`config.mk`:
```
export PLATFORM = sky130hd
export DESIGN_NAME = seg7_scan_driver
export DESIGN_NICKNAME = d
export VERILOG_FILES = /design/src/rtl/seg7_scan_driver.sv
export SDC_FILE = /design/constraint.sdc
export NUM_CORES = 1
export LEC_CHECK = 0
export BUFFER_PORTS_ARGS = -buffer_cell sky130_fd_sc_hd__buf_2
export CAP_MARGIN = 10
export CORE_ASPECT_RATIO = 1.4
export CORE_MARGIN = 1.5
export CORE_UTILIZATION = 50
export CTS_CLUSTER_DIAMETER = 120
export DETAILED_ROUTE_END_ITERATION = 16
export PLACE_DENSITY = 0.69
export SYNTH_ARGS = -nofsm -noshare
export SYNTH_HDL_FRONTEND = slang
export SYNTH_SLANG_ARGS = --single-unit
```
`constraint.sdc`:
```
create_clock -name clock -period 7.7 [get_ports clock]
set_input_delay 0.385 -clock clock [delete_from_list [all_inputs] [get_ports clock]]
set_output_delay 0.385 -clock clock [all_outputs]
set_load 0.02 [all_outputs]
```
`src/rtl/seg7_scan_driver.sv`:
```
// Time-multiplexed NDIGIT 7-segment scanner with frame-boundary buffered updates.
// Optional LEADING_ZERO_BLANK_EN blanks leading zero digits (digit 0 always shown).
module seg7_scan_driver #(
    parameter int NDIGIT = 8,
    parameter int DIV    = 1024
) (
    input  logic                  clock,
    input  logic                  reset,
    input  logic                  en,
    input  logic                  load,
    input  logic [4*NDIGIT-1:0]   value_in,
    input  logic [NDIGIT-1:0]     dp_in,
    output logic [NDIGIT-1:0]     digit_sel,
    output logic [3:0]            nibble,
    output logic                  dp,
    output logic                  frame_start
);
    localparam int PW = (DIV > 1) ? $clog2(DIV) : 1;
    localparam int IW = (NDIGIT > 1) ? $clog2(NDIGIT) : 1;

    typedef struct packed {
        logic [4*NDIGIT-1:0] val;
        logic [NDIGIT-1:0]   dp;
    } frame_t;

    typedef enum logic {IDLE, SCAN} state_t;

    state_t          state, state_nxt;
    logic [PW-1:0]   presc, presc_nxt;
    logic [IW-1:0]   idx, idx_nxt;
    frame_t          disp, disp_nxt, pend, pend_nxt, in_f, src;
    logic            pend_v, pend_v_nxt;
    logic            tick, boundary;
    logic [NDIGIT-1:0] blank;
    logic [NDIGIT-1:0] sel_nxt;
    logic [3:0]      nib_nxt;
    logic            dp_nxt, fs_nxt;

    assign in_f = '{val: value_in, dp: dp_in};

    always_ff @(posedge clock or negedge reset) begin
        if (!reset) begin
            state       <= IDLE;
            presc       <= '0;
            idx         <= '0;
            disp        <= '0;
            pend        <= '0;
            pend_v      <= 1'b0;
            digit_sel   <= '0;
            nibble      <= '0;
            dp          <= 1'b0;
            frame_start <= 1'b0;
        end else begin
            state       <= state_nxt;
            presc       <= presc_nxt;
            idx         <= idx_nxt;
            disp        <= disp_nxt;
            pend        <= pend_nxt;
            pend_v      <= pend_v_nxt;
            digit_sel   <= sel_nxt;
            nibble      <= nib_nxt;
            dp          <= dp_nxt;
            frame_start <= fs_nxt;
        end
    end

    // Frame boundary is the first tick out of IDLE or the tick after the last digit.
    always_comb begin
        tick       = en && (presc == PW'(DIV - 1));
        boundary   = tick && ((state == IDLE) || (idx == IW'(NDIGIT - 1)));
        src        = load ? in_f : (pend_v ? pend : disp);
        state_nxt  = state;
        idx_nxt    = idx;
        disp_nxt   = disp;
        pend_nxt   = pend;
        pend_v_nxt = pend_v;
        presc_nxt  = tick ? '0 : presc + PW'(1);
        if (!en) begin
            state_nxt = IDLE;
            idx_nxt   = '0;
            presc_nxt = '0;
        end else if (tick) begin
            state_nxt = SCAN;
            if (boundary) begin
                idx_nxt  = '0;
                disp_nxt = src;
            end else begin
                idx_nxt = idx + IW'(1);
            end
        end
        if (boundary) begin
            pend_v_nxt = 1'b0;
        end else if (load) begin
            pend_nxt   = in_f;
            pend_v_nxt = 1'b1;
        end
    end

`ifdef LEADING_ZERO_BLANK_EN
    assign blank[0] = 1'b0;
    for (genvar i = 1; i < NDIGIT; i++) begin : g_blank
        assign blank[i] = ~|{disp_nxt.val[4*NDIGIT-1:4*i], disp_nxt.dp[NDIGIT-1:i]};
    end
`else
    assign blank = '0;
`endif

    // Outputs follow the new index/frame on the same edge; hold between ticks.
    always_comb begin
        sel_nxt = digit_sel;
        nib_nxt = nibble;
        dp_nxt  = dp;
        fs_nxt  = boundary;
        if (!en) begin
            sel_nxt = '0;
            nib_nxt = '0;
            dp_nxt  = 1'b0;
        end else if (tick) begin
            if (blank[idx_nxt]) begin
                sel_nxt = '0;
                nib_nxt = '0;
                dp_nxt  = 1'b0;
            end else begin
                sel_nxt = NDIGIT'(1) << idx_nxt;
                nib_nxt = disp_nxt.val[4*idx_nxt +: 4];
                dp_nxt  = disp_nxt.dp[idx_nxt];
            end
        end
    end
endmodule

```
==> results.rst <==
.. list-table::
   :header-rows: 1

   * - Metric
     - Value
   * - Number of buffer cells added on primary ports
     - 57
   * - Share of flip-flops with an asynchronous set or reset after synthesis
     - 1.000
   * - Setup repair after global routing missed its margin
     - no
   * - Nature of the critical path startpoint
     - register
   * - Cell at the root of the clock tree
     - sky130_fd_sc_hd__clkbuf_16
   * - Floorplan die width
     - 90.31 um
   * - Part of the total power dissipated in the clock network
     - 0.407
   * - Netlist Area Pre-Place
     - 5336 sq um
   * - Filler cell count
     - 908
   * - Part of the power in registers
     - 0.530
   * - Number of maximum-capacitance violations
     - 0
   * - Part of the total power dissipated in combinational logic
     - 0.063
   * - Weighted congestion reported at the end of routability-driven placement
     - 0.8614
   * - Count of final hold-check violations
     - 0
   * - Tightest hold margin
     - 53.42 ps
   * - Total DRC errors in the routed layout
     - 0
   * - Via count of the first global-routing pass
     - 4354
   * - Rows
     - 44
   * - Vias per std cell
     - 6.116
   * - Reg2reg path depth
     - 10
   * - Setup TNS
     - 0 ps
   * - Post-synthesis sequential element count
     - 109
   * - YS warnings
     - 0
   * - Core Box Area
     - 10410 sq um
   * - Worst Setup End Kind
     - register
   * - Switch share
     - 0.2259
   * - Crit path setup slack, layout
     - 3756 ps
   * - Classification of the worst-slack hold path
     - input pin to asynchronous set/reset pin
   * - Area growth from synthesis to layout
     - 11.25%
   * - Destination of the worst register-to-register timing path
     - dp
   * - Period Utilization, post-route
     - 0.5122
   * - Clock tree from TritonCTS
     - yes
   * - Outcome
     - complete, no violations
   * - Type of the worst setup path
     - register to register
   * - Setup slack at placement
     - 3854 ps
   * - Number of hold buffers added after CTS
     - 0
   * - Count of routing violations after the opening detailed-route iteration
     - 371
   * - Final routed wire length divided by cell count
     - 19.26 um
   * - Largest cells by area after synthesis
     - sky130_fd_sc_hd__dfrtp_1 51%, sky130_fd_sc_hd__mux2_2 8.0%, sky130_fd_sc_hd__nand2_1 4.8%
   * - Cts bufs inserted
     - 9
   * - Worst Path Arrival
     - 4160 ps
   * - Instance count of the mapped netlist
     - 502
   * - Clock insertion delay at the later pin of the skew report
     - 350 ps
   * - Net Switching
     - 0.0002583 W
   * - Placed cell areas
     - 5644 sq um
   * - Worst flop-to-flop path startpoint
     - idx[0]
   * - Timing-limited maximum frequency
     - 253.6 MHz
   * - Largest clock skew in the final design
     - 9.464 ps
   * - Power density over the cells
     - 192.6 nW/um^2
   * - Number of enable-type register cells in the synthesized netlist
     - 0
   * - Synth top area share
     - 0.5111
   * - Level count of the clock H-tree
     - 3
   * - Synthesized Nets
     - 549
   * - DP HPWL
     - 8.938 mm
   * - Antenna-violating nets left
     - 0
   * - Wirelength, routed
     - 13.14 mm
   * - Distinct cell type count after synthesis
     - 59
   * - Max VDD drop
     - 0.1147 mV
   * - Post-CTS Setup Repair Bufs
     - 0
   * - Post-route cell area
     - 5937 sq um
   * - Dominant cell type by area after synthesis
     - sky130_fd_sc_hd__dfrtp_1
   * - Final critical path time including I/O delays and setup
     - 3944 ps
   * - Int Power
     - 0.0008851 W
   * - Congestion Overflow GR
     - 0
   * - Top Ports
     - 58
   * - Leak pwr
     - 2.686 nW
   * - Initial Util
     - 0.5129
   * - Full die area
     - 11310 sq um
   * - Total global routing track utilization
     - 0.2496
   * - Share of final-layout standard cells stronger than drive strength 1
     - 0.2500
   * - First-pass GRT wire length
     - 22.29 mm
   * - Portion of the post-synthesis area used by sequential elements
     - 0.5111
   * - Count of antenna diodes in the layout
     - 0
   * - Clock transition at the registers of the reported paths
     - 70 ps
   * - Total number of nets in the final design
     - 586
   * - TritonCTS sink count
     - 109
   * - Worst Path Required
     - 7920 ps
   * - Max-slew headroom at the worst pin
     - 0.3244
   * - Max Slew Vio Count
     - 0
   * - Total of cells resized after clock tree synthesis
     - 0
   * - Maximum number of pins on one net before global-route repair
     - 62
   * - Syn Area/Cell
     - 10.63 sq um
   * - Total vias in the final route
     - 4171
   * - Crit path max fanout
     - 27
   * - Final Setup Violations
     - 0
   * - Number of buffers between clock root and the deepest sink
     - 2
   * - DRT Pass-1 Iters
     - 5
   * - Worst slew pin tran
     - 1010 ps
   * - Antenna violations before repair
     - 0
   * - Slack of the worst reg-to-reg path
     - 3760 ps
   * - Ys flop type
     - sky130_fd_sc_hd__dfrtp_1
   * - Vertical extent of the die
     - 125.2 um
## final cells by class
type / instances / area [sq um] / area share
Clock buffer: 11 / 242.7 / 0.04089
Inverter: 8 / 30.03 / 0.005058
Sequential cell: 109 / 2728 / 0.4594
Timing Repair Buffer: 60 / 310.3 / 0.05227
Tap cell: 138 / 172.7 / 0.02908
Multi-Input combinational cell: 351 / 2404 / 0.4048
Clock inverter: 5 / 50.05 / 0.008430
## layout by cell type (no fill, tap or decap), types with 5 or more instances in the layout
master,netlist,routed
sky130_fd_sc_hd__dfrtp_1,109,109
sky130_fd_sc_hd__o32a_1,8,8
sky130_fd_sc_hd__nand2b_1,12,12
sky130_fd_sc_hd__a21oi_1,17,17
sky130_fd_sc_hd__nand3_1,14,14
sky130_fd_sc_hd__o31ai_1,13,13
sky130_fd_sc_hd__a2111oi_0,6,6
sky130_fd_sc_hd__nand2_1,68,68
sky130_fd_sc_hd__o32ai_1,7,7
sky130_fd_sc_hd__o211ai_1,5,5
sky130_fd_sc_hd__inv_1,7,7
sky130_fd_sc_hd__nor2_1,32,32
sky130_fd_sc_hd__o21ai_0,18,18
sky130_fd_sc_hd__mux2_2,38,38
sky130_fd_sc_hd__a22oi_1,10,10
sky130_fd_sc_hd__a22o_1,7,7
sky130_fd_sc_hd__xor2_1,5,5
sky130_fd_sc_hd__a221o_1,8,8
sky130_fd_sc_hd__nand4_1,5,5
sky130_fd_sc_hd__clkbuf_16,0,9
sky130_fd_sc_hd__o221a_2,6,6
sky130_fd_sc_hd__buf_2,16,56
## metal layers
metal,global-route usage,vias to the layer above,part of all wire
li1,-,1933,-
met1,0.3084,2105,0.42
met2,0.4269,106,0.51
met3,0.04197,27,0.041
met4,0.1130,0,0.029
met5,0,-,0
## state kept, by name, summed over array words and instances (netlist names)
| name | cells |
|---|---|
| pend | 40 |
| presc | 10 |
| idx | 3 |
| state | 1 |
| dp | 1 |
| nibble | 4 |
| pend_v | 1 |
| digit_sel | 8 |
| disp | 40 |
| frame_start | 1 |
## power by group through the flow
| stage | combinational, W | sequential (W) | clock, W |
|---|---|---|---|
| 2_1_floorplan | 0.0000398 | 0.000613 | 0 |
| 3_3_place_gp | 0.0000724 | 0.000616 | 0 |
| 3_5_place_dp | 0.0000738 | 0.000617 | 0 |
| 4_1_cts | 0.0000742 | 0.000606 | 0.000472 |
| 5_1_grt | 0.0000816 | 0.000609 | 0.000491 |
| 6_report | 0.0000724 | 0.000606 | 0.000465 |
## through the flow
stage | power (W) | instances | utilization
after floorplan | 0.0006527 | 502 | -
after global placement | 0.0006885 | 666 | 0.5424
after detailed placement | 0.0006907 | 666 | 0.5424
after CTS | 0.001152 | 682 | 0.5706
after global routing | 0.001181 | 682 | 0.5706
final | 0.001143 | 682 | 0.5706
## worst max-delay path, cell delays in order, from the launching register on
cell                        delay (ps)
sky130_fd_sc_hd__dfrtp_1           410
sky130_fd_sc_hd__ha_1              210
sky130_fd_sc_hd__ha_1              200
sky130_fd_sc_hd__nand2b_1          220
sky130_fd_sc_hd__nand3_2           480
sky130_fd_sc_hd__or2_1             570
sky130_fd_sc_hd__clkinv_1          600
sky130_fd_sc_hd__a32oi_1           380
sky130_fd_sc_hd__nand2_1           110
sky130_fd_sc_hd__mux4_2            480
sky130_fd_sc_hd__a2bb2oi_1         140
## kinds of logic after synthesis
logic type | share of synthesized area
flip-flops | 0.5111
XOR/XNOR | 0.01149
multiplexers | 0.08816
AND/OR/NAND/NOR | 0.1519
AO/OA/AOI/OAI | 0.1913
buffers and inverters | 0.03892
adder cells (fa/ha/maj) | 0.007035
## worst max-delay path by stage
stage | start | end | slack (ps) | depth (start not counted)
3_5_place_dp | idx[0] | dp | 3850 | 10
5_1_grt | idx[0] | dp | 3450 | 10
3_3_place_gp | idx[0] | dp | 3990 | 10
2_1_floorplan | idx[0] | dp | 5110 | 12
6_report | idx[0] | dp | 3760 | 10
4_1_cts | idx[0] | dp | 3800 | 10
## synthesized netlist by cell type (4+ instances only)
library cell,count
sky130_fd_sc_hd__dfrtp_1,109
sky130_fd_sc_hd__nand2_1,68
sky130_fd_sc_hd__mux2_2,38
sky130_fd_sc_hd__nor2_1,32
sky130_fd_sc_hd__o21ai_0,18
sky130_fd_sc_hd__a21oi_1,17
sky130_fd_sc_hd__buf_2,16
sky130_fd_sc_hd__nand3_1,14
sky130_fd_sc_hd__clkbuf_1,13
sky130_fd_sc_hd__o31ai_1,13
sky130_fd_sc_hd__nand2b_1,12
sky130_fd_sc_hd__a22oi_1,10
sky130_fd_sc_hd__a221o_1,8
sky130_fd_sc_hd__o32a_1,8
sky130_fd_sc_hd__a22o_1,7
sky130_fd_sc_hd__inv_1,7
sky130_fd_sc_hd__o32ai_1,7
sky130_fd_sc_hd__a2111oi_0,6
sky130_fd_sc_hd__o221a_2,6
sky130_fd_sc_hd__nand4_1,5
sky130_fd_sc_hd__nor2b_1,5
sky130_fd_sc_hd__o211ai_1,5
sky130_fd_sc_hd__xor2_1,5
sky130_fd_sc_hd__a211oi_1,4
sky130_fd_sc_hd__a31oi_1,4
sky130_fd_sc_hd__a32oi_1,4
sky130_fd_sc_hd__buf_6,4
sky130_fd_sc_hd__nor3_1,4
(Power assumes the default switching activity.)
